$ cat src/rtl/shift_add_multiplier.sv
// shift_add_multiplier
//   Sequential unsigned multiplier, P = A * B, one multiplier bit per clock
//   using iterative shift-and-add. Operands are captured when start is
//   accepted in IDLE. The result appears W+1 cycles after the start edge and
//   is held until the next result.
// Ports
//   clk    rising-edge clock
//   reset  asynchronous active-low reset
//   start  operation request, honoured only in IDLE
//   A      multiplicand, WIDTH bits unsigned
//   B      multiplier, WIDTH bits unsigned
//   busy   high while iterating
//   done   one-cycle pulse when P holds a new result
//   P      product, 2*WIDTH bits unsigned
module shift_add_multiplier #(
  parameter int unsigned WIDTH = 8
) (
  input  logic                 clk,
  input  logic                 reset,
  input  logic                 start,
  input  logic [WIDTH-1:0]     A,
  input  logic [WIDTH-1:0]     B,
  output logic                 busy,
  output logic                 done,
  output logic [2*WIDTH-1:0]   P
);

  localparam int unsigned CW = $clog2(WIDTH) + 1;

  typedef enum logic [1:0] {IDLE, RUN, DONE} state_t;

  state_t           state;
  logic [WIDTH-1:0] mcand;
  logic [WIDTH-1:0] acc;
  logic [WIDTH-1:0] mplr;
  logic             carry;
  logic [CW-1:0]    count;
  logic [WIDTH:0]   sum;

  // W+1-bit partial sum so the add carry is never lost before the shift.
  always_comb begin
    sum = {carry, acc} + {1'b0, (mplr[0] ? mcand : '0)};
  end

  always_ff @(posedge clk or negedge reset) begin
    if (!reset) begin
      state <= IDLE;
      mcand <= '0;
      acc   <= '0;
      mplr  <= '0;
      carry <= 1'b0;
      count <= '0;
      busy  <= 1'b0;
      done  <= 1'b0;
      P     <= '0;
    end else begin
      case (state)
        IDLE: begin
          done <= 1'b0;
          if (start) begin
            mcand <= A;
            mplr  <= B;
            acc   <= '0;
            carry <= 1'b0;
            count <= CW'(WIDTH);
            busy  <= 1'b1;
            state <= RUN;
          end
        end
        RUN: begin
          // {carry,acc,mplr} shifted right by one: the sum's low bit enters
          // the top of mplr, which ends up holding the low product half.
          acc   <= sum[WIDTH:1];
          mplr  <= {sum[0], mplr[WIDTH-1:1]};
          carry <= 1'b0;
          count <= count - CW'(1);
          if (count == CW'(1)) begin
            P     <= {sum, mplr[WIDTH-1:1]};
            busy  <= 1'b0;
            done  <= 1'b1;
            state <= DONE;
          end
        end
        DONE: begin
          done  <= 1'b0;
          state <= IDLE;
        end
        default: begin
          busy  <= 1'b0;
          done  <= 1'b0;
          state <= IDLE;
        end
      endcase
    end
  end

endmodule

$ cat config.mk
export PLATFORM = sky130hd
export DESIGN_NAME = shift_add_multiplier
export DESIGN_NICKNAME = d
export VERILOG_FILES = /design/src/rtl/shift_add_multiplier.sv
export SDC_FILE = /design/constraint.sdc
export NUM_CORES = 1
export LEC_CHECK = 0
export ABC_AREA = 1
export CAP_MARGIN = 20
export CORE_ASPECT_RATIO = 1.75
export CORE_MARGIN = 4
export CORE_UTILIZATION = 40
export DETAILED_ROUTE_END_ITERATION = 7
export PLACE_DENSITY_LB_ADDON = 0.12
export SYNTH_ARGS = -nofsm -noshare
export SYNTH_HDL_FRONTEND = slang
export SYNTH_SLANG_ARGS = --single-unit
$ cat constraint.sdc
create_clock -name clk -period 1.7 [get_ports clk]
set_input_delay 0.17 -clock clk [delete_from_list [all_inputs] [get_ports clk]]
set_output_delay 0.17 -clock clk [all_outputs]
set_load 0.01 [all_outputs]
==> out/qor.yml <==
grt:
  track_usage_pct: 16.9
  first_global_vias: 2107
  grt_overflow: 0
  busiest_layer: "met2"
  antenna_found_initial: 0
  use_met2_pct: 33.0
  use_met1_pct: 17.1
  grt_start_max_net_pins: 49
  met3_usage_pct: 2.47
  grt_pass1_wl_mm: 9.24
routing:
  drc: 0
  vias_per_cell: 4.80
  first_pass_iters: 4
  vias: 1918
  wirelength_mm: 5.37
  wl_per_cell_um: 13.4
  ant_nets: 0
  first_iter_violations: 75
die:
  start_util_pct: 41.6
  std_cell_rows: 36
  core-area_um2: 5590
  die_w_um: 65.6
  fp.dieH_um: 109
  die-area_um2: 7140
  io_pins: 37
timing:
  worst_pin_slew_ns: 0.608
  grt_setup_unrepaired: "yes"
  fin_crit_sh_pct: 98.7
  finalSetupTns_ns: 0
  skew_ns: 0.00512
  fin_crit_ns: 1.68
  hold_viol_final: 0
  drv_slew: 0
  clock.fmax_mhz: 596
  slew_headroom_pct: 59.5
  setup_viol: 0
critical_path:
  cp-end-kind: "flip-flop"
  worst_ep_arrival_time_ns: 1.87
  cp-start-kind: "flip-flop"
  worst_path_most_repeated_cell: "nand2_1"
  critPathMaxFanout: 4
  worstPathCellList: "nand2_1, inv_2, ha_4, fa_2, nand2_2, nand2_2, nand3_2, nand2_2, nand2_1, nand2_1, nand2_1, nand2_1"
  cp_data_required_time_ns: 1.90
  cp_slowest_cell: "dfrtp_1"
  critPathKind: "flip-flop to flip-flop"
  max_stage_delay_ns: 0.42
layout:
  final_nets: 353
  final_common_cell: "nand2_1"
  nFillCells: 558
  drive_above_1_share_pct: 19.4
  mostFrequentLayoutCells: "94 x nand2_1, 48 x dfrtp_1, 35 x clkdlybuf4s50_1"
  antenna_cells: 0
  final_core_util_pct: 55.3
  area_growth_pct: 32.8
power_and_ir_drop:
  p_leak_nw: 1.55
  p_sw_mw: 2.21
  combPwrFrac_pct: 51.5
  clock_power_share_pct: 13.1
  pwr-share-seq_pct: 35.4
  power_density_nw_per_um2: 1750
  p_int_mw: 3.19
  vdd.ir_drop.worst_mv: 0.993
  netSwitchingFraction_pct: 41.0
clocking:
  cts_tree: "done"
  cts_buffer_depth: 2
  clk_latency_ns: 0.30
  cts_sinks: 48
  numCtsBuffers: 5
  clock-root-buffer: "clkbuf_8"
  htreeDepth: 2
  clk_pin_slew_ns: 0.09
hold_path:
  hold_class: "input port to flip-flop"
yosys:
  ys_warn_count: 0
  synthesis.area_um2: 2320
  syn-num-nets: 300
  synth_seq_cells: 48
  post_synth.cell_area_avg_um2: 8.61
  yosys.area.top_type: "dfrtp_1"
  synth_top_area_share_pct: 51.7
  synth_area_leaders: "dfrtp_1 52%, nand2_1 16%, ha_1 5.4%"
  synth_cell_type_count: 27
  yosysSeqAreaShare_pct: 51.7
  synth_cells: 270
outcome:
  status: "complete, no violations"
placed_design:
  dp_hpwl_mm: 3.86
  place_congestion: 0.885
  io_buffers: 36
job:
  timing.max_cap.violations: 0
[worst max-delay path: cells and delay by family, from the launching register on]
family / cells / cell delay (ns)
adders and majority gates: 2 / 0.52
buffers and inverters: 1 / 0.04
DFF: 1 / 0.42
and+or+nand+nor: 9 / 0.58
[sequential cells by signal, indices dropped and copies added (netlist names)]
signal and flops:
mplr 8, acc 8, count 4, busy 1
mcand 8, P 16, state 2, done 1
[repair_timing]
item,4_1_cts,5_1_grt
resized for setup,6,21
setup endpoints to repair,5,14
hold buffers,1,0
buffers inserted,1,2
pin swaps,2,12
endpoints found under the hold margin,48,0
[area by class of cell]
| class | instances | area, um^2 | share of cell area (%) |
|---|---|---|---|
| Multi-Input combinational cell | 181 | 1080 | 35.0 |
| Tap cell | 76 | 95.1 | 3.08 |
| Inverter | 35 | 134 | 4.34 |
| Timing Repair Buffer | 52 | 482 | 15.6 |
| Clock inverter | 1 | 7.51 | 0.243 |
| Sequential cell | 48 | 1200 | 38.9 |
| Clock buffer | 7 | 86.3 | 2.80 |
[kinds of logic (layout without fill, tap and decap cells)]
logic type                 count (synthesis)  after routing  synth area share [%]
adders and majority gates                 11             11                  6.24
DFF                                       48             48                  51.7
AOI/OAI and AO/OA                         38             38                  10.7
buffers and inverters                     41             95                  7.54
and+or+nand+nor                          130            130                  23.1
xor gates and xnor gates                   2              2                 0.754
[per-layer routing]
layer  routed length, um  up-vias  part of all wire [%]
met5                   0        -                     0
met4                 116        0                   2.2
met3                 129        8                   2.4
met2                3170       31                    59
met1                1950      923                    36
li1                    -      956                     -
[through the flow]
| step | power [mW] | worst slack (ns) | cells | hold slack, ns | cell area (um^2) |
|---|---|---|---|---|---|
| after floorplan | 3.50 | -0.00313 | 270 | -0.126 | 2340 |
| after global placement | 4.41 | 0.0108 | 388 | 0.315 | 2830 |
| after detailed placement | 4.46 | -0.0113 | 388 | 0.314 | 2830 |
| after CTS | 5.25 | 0.00114 | 398 | 0.398 | 2970 |
| after global routing | 5.94 | -0.110 | 400 | 0.427 | 3090 |
| final | 5.40 | 0.0217 | 400 | 0.402 | 3090 |
[power groups by stage]
| stage | Clock [mW] | Combinational (mW) | Sequential, mW |
|---|---|---|---|
| 5_1_grt | 0.772 | 3.19 | 1.98 |
| 4_1_cts | 0.741 | 2.60 | 1.90 |
| 2_1_floorplan | 0 | 1.59 | 1.91 |
| 3_3_place_gp | 0 | 2.50 | 1.90 |
| 6_report | 0.708 | 2.78 | 1.91 |
| 3_5_place_dp | 0 | 2.54 | 1.92 |
[cell usage after synthesis]
| cell | n |
|---|---|
| buf_2 | 3 |
| clkinv_1 | 2 |
| or2_2 | 1 |
| buf_6 | 2 |
| nand2_2 | 2 |
| fa_1 | 1 |
| nor2_1 | 9 |
| xnor2_1 | 1 |
| a22oi_1 | 7 |
| ha_1 | 10 |
| a21o_1 | 1 |
| dfrtp_1 | 48 |
| o21ai_2 | 9 |
| o211ai_1 | 1 |
| nand3b_1 | 2 |
| nor2_2 | 1 |
| inv_1 | 32 |
| nor2_4 | 1 |
| o22ai_1 | 1 |
| a21oi_1 | 6 |
| nand2_1 | 100 |
| nor3b_2 | 1 |
| clkbuf_1 | 1 |
| o21ai_0 | 13 |
| inv_4 | 1 |
| xor2_1 | 1 |
| nand3_1 | 13 |
[path summary, 6_finish.rpt]
path                                      from              endpoint  depth (start not counted)  slack (ns)
hold / removal                            A[1]  mcand[1]$_DFFE_PN0P_                          3        0.40
setup / recovery           mplr[0]$_DFFE_PN0P_    acc[7]$_DFFE_PN0P_                         12        0.02
setup reg to reg           mplr[0]$_DFFE_PN0P_    acc[7]$_DFFE_PN0P_                         12        0.02
max in group asynchronous                reset    acc[5]$_DFFE_PN0P_                          3        0.79
hold reg to reg              P[11]$_DFFE_PN0P_     P[11]$_DFFE_PN0P_                          2        0.48
min in group asynchronous                reset  mcand[1]$_DFFE_PN0P_                          3        0.49
No activity file was read; power rests on OpenSTA's default activity.
